--- src/rtl/vga_timing_pkg.sv ---
// Shared VGA timing constants and helpers for the sync generator and its consumers.
// Defaults describe 640x480 at 60 Hz with a 25 MHz pixel rate.
package vga_timing_pkg;

    // Width of pixel_x / pixel_y; both totals must fit in this many bits.
    localparam int COORD_W   = 10;
    localparam int MAX_TOTAL = 1 << COORD_W;

    // 640x480@60 horizontal timing, in pixels.
    localparam int H_DISP = 640;
    localparam int H_FP   = 16;
    localparam int H_SYNC = 96;
    localparam int H_BP   = 48;

    // 640x480@60 vertical timing, in lines.
    localparam int V_DISP = 480;
    localparam int V_FP   = 10;
    localparam int V_SYNC = 2;
    localparam int V_BP   = 33;

    localparam int H_TOTAL = H_DISP + H_FP + H_SYNC + H_BP;
    localparam int V_TOTAL = V_DISP + V_FP + V_SYNC + V_BP;

    typedef logic [COORD_W-1:0] coord_t;

    // True when coord lies in the inclusive window [lo, hi]; used for both sync pulses.
    function automatic logic in_window(input coord_t coord, input coord_t lo, input coord_t hi);
        return (coord >= lo) && (coord <= hi);
    endfunction

endpackage

--- src/rtl/pixel_tick_gen.sv ---
// Pixel-rate enable: divides clk by PIX_DIV and emits a registered one-clk p_tick.
// The first p_tick appears PIX_DIV clks after reset release.
module pixel_tick_gen #(
    parameter int PIX_DIV = 2
) (
    input  logic clk,
    input  logic reset_n,
    output logic p_tick
);

    localparam int CNT_W = (PIX_DIV > 1) ? $clog2(PIX_DIV) : 1;
    localparam logic [CNT_W-1:0] CNT_LAST = CNT_W'(PIX_DIV - 1);

    if ((PIX_DIV < 1) || (PIX_DIV > 16)) begin : g_bad_pix_div
        $error("pixel_tick_gen: PIX_DIV must be in 1..16");
    end

    logic [CNT_W-1:0] div_cnt_q, div_cnt_d;
    logic             p_tick_q, p_tick_d;

    // Next divider count and next tick: the tick follows the cycle that holds the last count.
    always_comb begin
        // NOTE: every signal written here gets a default first, so no path can infer a latch.
        div_cnt_d = div_cnt_q + CNT_W'(1);
        p_tick_d  = 1'b0;
        if (div_cnt_q == CNT_LAST) begin
            div_cnt_d = '0;
            p_tick_d  = 1'b1;
        end
    end

    // Divider state and registered tick, cleared by synchronous reset.
    always_ff @(posedge clk) begin
        // NOTE: state is updated with <= so every flop samples pre-edge values, whatever the order.
        if (!reset_n) begin
            div_cnt_q <= '0;
            p_tick_q  <= 1'b0;
        end else begin
            div_cnt_q <= div_cnt_d;
            p_tick_q  <= p_tick_d;
        end
    end

    assign p_tick = p_tick_q;

endmodule

--- src/rtl/vga_sync_gen.sv ---
// VGA timing master: pixel enable, free-running horizontal/vertical counters and
// registered sync/blank/frame outputs that change on the same edge as the coordinates.
module vga_sync_gen #(
    parameter int PIX_DIV = 2,
    parameter int H_DISP  = vga_timing_pkg::H_DISP,
    parameter int H_FP    = vga_timing_pkg::H_FP,
    parameter int H_SYNC  = vga_timing_pkg::H_SYNC,
    parameter int H_BP    = vga_timing_pkg::H_BP,
    parameter int V_DISP  = vga_timing_pkg::V_DISP,
    parameter int V_FP    = vga_timing_pkg::V_FP,
    parameter int V_SYNC  = vga_timing_pkg::V_SYNC,
    parameter int V_BP    = vga_timing_pkg::V_BP,
    parameter int H_POL   = 0,
    parameter int V_POL   = 0
) (
    input  logic                               clk,
    input  logic                               reset_n,
    output logic                               p_tick,
    output logic [vga_timing_pkg::COORD_W-1:0] pixel_x,
    output logic [vga_timing_pkg::COORD_W-1:0] pixel_y,
    output logic                               video_on,
    output logic                               hsync,
    output logic                               vsync,
    output logic                               frame_start
);

    import vga_timing_pkg::coord_t;
    import vga_timing_pkg::in_window;

    localparam int H_TOTAL = H_DISP + H_FP + H_SYNC + H_BP;
    localparam int V_TOTAL = V_DISP + V_FP + V_SYNC + V_BP;

    if (H_TOTAL > vga_timing_pkg::MAX_TOTAL) begin : g_bad_h_total
        $error("vga_sync_gen: H_TOTAL exceeds the coordinate range");
    end
    if (V_TOTAL > vga_timing_pkg::MAX_TOTAL) begin : g_bad_v_total
        $error("vga_sync_gen: V_TOTAL exceeds the coordinate range");
    end

    localparam coord_t H_LAST  = coord_t'(H_TOTAL - 1);
    localparam coord_t V_LAST  = coord_t'(V_TOTAL - 1);
    localparam coord_t HS_LO   = coord_t'(H_DISP + H_FP);
    localparam coord_t HS_HI   = coord_t'(H_DISP + H_FP + H_SYNC - 1);
    localparam coord_t VS_LO   = coord_t'(V_DISP + V_FP);
    localparam coord_t VS_HI   = coord_t'(V_DISP + V_FP + V_SYNC - 1);
    localparam logic   H_ACT   = (H_POL != 0);
    localparam logic   V_ACT   = (V_POL != 0);

    coord_t pixel_x_q, pixel_x_d;
    coord_t pixel_y_q, pixel_y_d;
    logic   video_on_q, video_on_d;
    logic   hsync_q, hsync_d;
    logic   vsync_q, vsync_d;
    logic   frame_start_q, frame_start_d;

    pixel_tick_gen #(
        .PIX_DIV (PIX_DIV)
    ) u_pixel_tick_gen (
        .clk     (clk),
        .reset_n (reset_n),
        .p_tick  (p_tick)
    );

    // Next position: step x on each tick, carry into y on a line wrap, flag the frame wrap.
    always_comb begin
        pixel_x_d     = pixel_x_q;
        pixel_y_d     = pixel_y_q;
        frame_start_d = 1'b0;
        if (p_tick) begin
            if (pixel_x_q == H_LAST) begin
                pixel_x_d = '0;
                if (pixel_y_q == V_LAST) begin
                    pixel_y_d     = '0;
                    frame_start_d = 1'b1;
                end else begin
                    pixel_y_d = pixel_y_q + coord_t'(1);
                end
            end else begin
                pixel_x_d = pixel_x_q + coord_t'(1);
            end
        end
    end

    // Decode blank and sync from the next position so they land on the same edge as x/y.
    always_comb begin
        video_on_d = (int'(pixel_x_d) < H_DISP) && (int'(pixel_y_d) < V_DISP);
        hsync_d    = in_window(pixel_x_d, HS_LO, HS_HI) ? H_ACT : ~H_ACT;
        vsync_d    = in_window(pixel_y_d, VS_LO, VS_HI) ? V_ACT : ~V_ACT;
    end

    // Position and decoded outputs; reset discards the old position immediately.
    always_ff @(posedge clk) begin
        if (!reset_n) begin
            pixel_x_q     <= '0;
            pixel_y_q     <= '0;
            video_on_q    <= 1'b1;
            hsync_q       <= ~H_ACT;
            vsync_q       <= ~V_ACT;
            frame_start_q <= 1'b0;
        end else begin
            pixel_x_q     <= pixel_x_d;
            pixel_y_q     <= pixel_y_d;
            video_on_q    <= video_on_d;
            hsync_q       <= hsync_d;
            vsync_q       <= vsync_d;
            frame_start_q <= frame_start_d;
        end
    end

    assign pixel_x     = pixel_x_q;
    assign pixel_y     = pixel_y_q;
    assign video_on    = video_on_q;
    assign hsync       = hsync_q;
    assign vsync       = vsync_q;
    assign frame_start = frame_start_q;

endmodule

--- config.mk ---
export PLATFORM = sky130hd
export DESIGN_NAME = vga_sync_gen
export DESIGN_NICKNAME = d
export VERILOG_FILES = /design/src/rtl/vga_timing_pkg.sv /design/src/rtl/pixel_tick_gen.sv /design/src/rtl/vga_sync_gen.sv
export SDC_FILE = /design/constraint.sdc
export NUM_CORES = 1
export LEC_CHECK = 0
export ABC_AREA = 1
export BUFFER_PORTS_ARGS = -buffer_cell sky130_fd_sc_hd__buf_2
export CORE_MARGIN = 5
export CORE_UTILIZATION = 49
export CTS_CLUSTER_DIAMETER = 150
export DETAILED_ROUTE_END_ITERATION = 7
export GPL_TIMING_DRIVEN = 0
export PLACE_DENSITY = 0.75
export SYNTH_ARGS = -nofsm -noshare
export SYNTH_HDL_FRONTEND = slang
export SYNTH_SLANG_ARGS = --single-unit
export TNS_END_PERCENT = 50
--- constraint.sdc ---
create_clock -name clk -period 1.46 [get_ports clk]
set_input_delay 0.146 -clock clk [delete_from_list [all_inputs] [get_ports clk]]
set_output_delay 0.146 -clock clk [all_outputs]
set_load 0.005 [all_outputs]
# Word-level counts from Yosys, hierarchy flattened
# Cells that the tools add are included.
dict set report word_totals {
  mem_count 0
  input_bits 2
  rom_bits 0
  latch_bits 0
  ff_bits 26
  word_cells 34
  ram_bits 0
}
dict set report classes {
  shifts 0
  bitwise_logic 1
  n_addsub 3
  eq_ne 2
  multipliers 0
  n_div 0
  reduce_logical 5
  n_lt_le_gt_ge 6
  muxes 9
}
# operator count
set ops {}
lappend ops {{$mux W10} 5}
lappend ops {{$add A10 B1 Y10 const B} 2}
lappend ops {{$eq A10 B10 Y1 const B} 2}
lappend ops {{$ge A10 B10 Y1 const B} 1}
lappend ops {{$ge A10 B9 Y1 const B} 1}
lappend ops {{$le A10 B10 Y1 const B} 1}
lappend ops {{$le A10 B9 Y1 const B} 1}
lappend ops {{$lt A10 B10 Y1 const B} 1}
lappend ops {{$lt A10 B9 Y1 const B} 1}
lappend ops {{$mux W1} 4}
lappend ops {{$logic_and A1 B1 Y1} 3}
lappend ops {{$reduce_and A3 Y1} 1}
lappend ops {{$reduce_or A2 Y1} 1}
lappend ops {{$add A1 B1 Y1 const B} 1}
lappend ops {{$not A1 Y1} 1}

# Depth between registers and ports, before layout
dict set report logic_depth {
  word_depth 7
  ltp_mapped 12
}

# By module
# From an unflattened synthesis, not the netlist that was laid out.
dict set report unflattened {
  hier_cells 225
  hier_area_um2 1480.2
}
# mod area_each_um2 cells_each n_inst
set modules_own_cells {}
lappend modules_own_cells {vga_sync_gen 1422.6 219 1}
lappend modules_own_cells {pixel_tick_gen 57.6 6 1}

# Least setup slack after synthesis
# No wires, ideal clock.
dict set report synth_timing {
  kind {register to register}
  from {reg pixel_x_q[0], in the netlist pixel_x[0]}
  to {reg vsync_q, in the netlist vsync}
  stages_incl_launch_ff 11
  period_less_slack_ns 1.581
  slack_ns -0.121
  path_buffers 0
  t_required_ns 1.346
  arrival_ns 1.467
  cell_sequence {dfxtp_1 -> ha_1 -> nand2_1 -> nor2_4 -> nand3_2 -> nor2_2 -> nand4_1 -> nand3_1 -> nand2_1 -> nor2_2 -> nand2_1}
}
dict set report synth_between {
  elab_chain_cells 6
  elab_cells_between_ends 7
  cone_classes {order compare: 2; eq/ne: 1; mux: 3; reduce/logical: 1}
}
# element line
set synth_lines {}
lappend synth_lines {{from (decl)} vga_sync_gen.sv:49} ;# coord_t pixel_x_q, pixel_x_d;
lappend synth_lines {{from (signal assigned)} vga_sync_gen.sv:101} ;# pixel_x_q <= pixel_x_d;
lappend synth_lines {{$eq A10 B10 Y1 *} vga_sync_gen.sv:70} ;# if (pixel_x_q == H_LAST) begin
lappend synth_lines {{$mux W10 *} vga_sync_gen.sv:70}
lappend synth_lines {{$mux W10 *} vga_sync_gen.sv:69} ;# if (p_tick) begin
lappend synth_lines {{$ge A10 B9 Y1 or $le A10 B9 Y1 (tied branches)} vga_timing_pkg.sv:28} ;# return (coord >= lo) && (coord <= hi);
lappend synth_lines {{$logic_and A1 B1 Y1 *} vga_timing_pkg.sv:28}
lappend synth_lines {{$mux W1 *} vga_sync_gen.sv:88} ;# vsync_d = in_window(pixel_y_d, VS_LO, VS_HI) ? V_ACT : ~V_ACT;
lappend synth_lines {{to (signal assigned)} vga_sync_gen.sv:98} ;# vsync_q <= ~V_ACT;
lappend synth_lines {{to (signal assigned)} vga_sync_gen.sv:105} ;# vsync_q <= vsync_d;
lappend synth_lines {{to (decl)} vga_sync_gen.sv:53} ;# logic vsync_q, vsync_d;
# Mark *: on every way between the ends. The rest lies on a longest branch, timed or not.
# A chain may end at the register's enable or synchronous reset.

# Worst setup path in the final report
# Same ends and word-level chain as after synthesis.

==> qor.yml <==
antenna_found_initial: 0
postLayoutCoreUtil_pct: 68.33
nFillCells: 248
met3_length_um: 266
hp-start: "reset_n"
fin_ws_ps: -174.0
nNetsFinal: 289
diodes: 0
syn_nets: 238
hp-class: "in2reg"
cts_tree: "built"
dieHeight_um: 65.29
grt_max_degree: 16
fin_hold_ws_ps: 63.84
rsz0062_at_grt: "true"
ctsHoldBuffers: 0
drtAntennaViolNets: 0
placedCellCount: 292
wire_per_inst_um: 13.61
final_area_sq_mm: 0.002052
numPortBuffers: 26
path_class: "reg2reg"
synthCells: 233
vdd_ir_drop_max_uv: 464.2
slew_headroom_pct: 62.83
dpl-instance-area_sq_mm: 0.001709
fp.dieW_um: 65.29
drt-initial-drc-count: 89
instances_no_fill: 316
startpoint_type: "flip-flop"
grt_pass1_wl_um: 6851
violations: "setup timing"
drv_cap: 0
power.density_mw_per_mm2: 605.2
ioPinCount: 27
drc_errors: 0
num_rows: 20
wl_met1_um: 1908
fin_crit_sh_pct: 111.9
ys_seq_area_share_pct: 34.75
tns_ps: -877.0
overflow: 0
vias_per_cell: 5.326
gp_congestion: 0.8800
finalCriticalPeriod_ps: 1634
topRoutingLayerUsed: "met4"
power_mw: 1.242
max_freq_mhz: 612.0
required_ps: 1720
dp_hpwl_um: 2693
critPathMaxFanout: 4
cts_sinks: 26
via_count: 1683
slew_violations: 0
dr_wl_met2_um: 2065
layout-drive-gt1-share_pct: 39.22
syn_area_per_cell_sq_um: 6.428
floorplan.initialDensity_pct: 49.87
synth-seq-cells: 26
wirelength_um: 4300
syn_area_sq_mm: 0.001498
end_kind: "flip-flop"
ctsRootBufferMaster: "clkbuf_4"
path_clk_slew_ps: 160
grt_usage_pct: 20.44
tightest_slew_ps: 557.5
area.growth.synth_to_final_pct: 37.01
dpl_worst_slack_ps: -296.0
worstHoldPathCells: 3
arrival_ps: 1900
numCtsBuffers: 3
grt_pass1_vias: 1543
p_leak_nw: 0.9340
setup_viol_count_final: 9
yosys_warnings: 0
r2r_cells: 11
worstReg2RegStart: "pixel_x[0]"
synth_cell_types: 27
clkLatencyLatePin_ps: 340
die-area_sq_mm: 0.004262
final_hold_viol_count: 0
crit_start: "pixel_x[0]"
status: "finished, violations left"
clockBufferDepth: 2
core_area_sq_mm: 0.003003
finalClockSkew_ps: 4.299
first_pass_iters: 4
htree_levels: 1
-- sequential cells by signal, summed over array words and instances, names as in the netlist --
register                    flops
video_on                        1
pixel_y                        10
frame_start                     1
u_pixel_tick_gen.div_cnt_q      1
hsync                           1
u_pixel_tick_gen.p_tick         1
pixel_x                        10
vsync                           1
-- worst max-delay path, stage by stage, from the launching register on --
cell and delay (ps):
dfxtp_4 390, ha_4 150, nand2_4 50, nor2_4 130
buf_6 140, nand3_4 90, nor2_4 130, nand4_2 90
a21oi_2 150, nand2_1 70, nor2_2 120, nand2_1 50
-- Yosys cell counts (all sizes together) --
master / number / area share, %
xor2: 1 / 0.58
and2: 1 / 0.42
nand2: 56 / 15
nor3: 4 / 1.3
o21ai: 7 / 2.3
inv: 36 / 9.0
o21a: 1 / 0.50
ha: 3 / 2.5
a21oi: 10 / 3.8
clkinv: 1 / 0.25
o22ai: 1 / 0.42
clkbuf: 1 / 0.25
dfxtp: 26 / 35
a211oi: 2 / 1.0
nor2: 47 / 14
buf: 3 / 1.3
nand3: 20 / 7.0
nor3b: 1 / 0.50
nand4: 12 / 5.4
-- cell families (layout without fill, tap and decap cells) --
family,count (synthesis),after routing,share of synthesized area [%]
xor gates and xnor gates,1,1,0.5849
buffers and inverters,41,91,10.86
DFF,26,26,34.75
adders and majority gates,3,3,2.507
and+or+nand+nor,141,141,43.19
AOI/OAI and AO/OA,21,21,8.104
-- layout make-up --
| cell class | count | area [sq um] | share of cell area (%) |
|---|---|---|---|
| well taps | 33 | 41.29 | 2.012 |
| repair buffers | 46 | 284.0 | 13.84 |
| multi-input cells | 166 | 967.2 | 47.13 |
| flip-flops and latches | 26 | 549.3 | 26.77 |
| clock buffers | 4 | 47.55 | 2.317 |
| plain buffers | 4 | 23.77 | 1.159 |
| inverters | 37 | 138.9 | 6.768 |
-- where the power goes --
group          leakage (nW)  internal, mW  switching [mW]
Clock                0.0261         0.210           0.249
Combinational         0.689        0.0219          0.0424
Sequential            0.219         0.712         0.00692
-- cells in the final DEF, fill, tap and decap left out, drive strengths merged, types with 2 or more instances in the layout --
| cell | instances |
|---|---|
| nand2 | 56 |
| buf | 49 |
| nor2 | 47 |
| inv | 36 |
| dfxtp | 26 |
| nand3 | 20 |
| nand4 | 12 |
| a21oi | 10 |
| o21ai | 7 |
| clkbuf | 5 |
| nor3 | 4 |
| ha | 3 |
| a211oi | 2 |
-- worst paths after layout --
check                               end  slack (ps)
min reg2reg  u_pixel_tick_gen.div_cnt_q         430
min                          pixel_x[0]          60
max                               vsync        -170
max reg2reg                       vsync        -170
-- layer usage --
layer	vias up	global-route usage (%)
met5	-	0
met4	0	8.031
met3	6	2.906
met2	58	34.13
met1	771	26.42
li1	848	-
-- repair_timing --
| item | CTS | global route |
|---|---|---|
| endpoints found under the setup margin | 14 | 17 |
| pin swaps | 9 | 13 |
| resized for setup | 21 | 25 |
| buffers inserted | 14 | 6 |
Note: power is estimated with default switching activity, not from simulation.
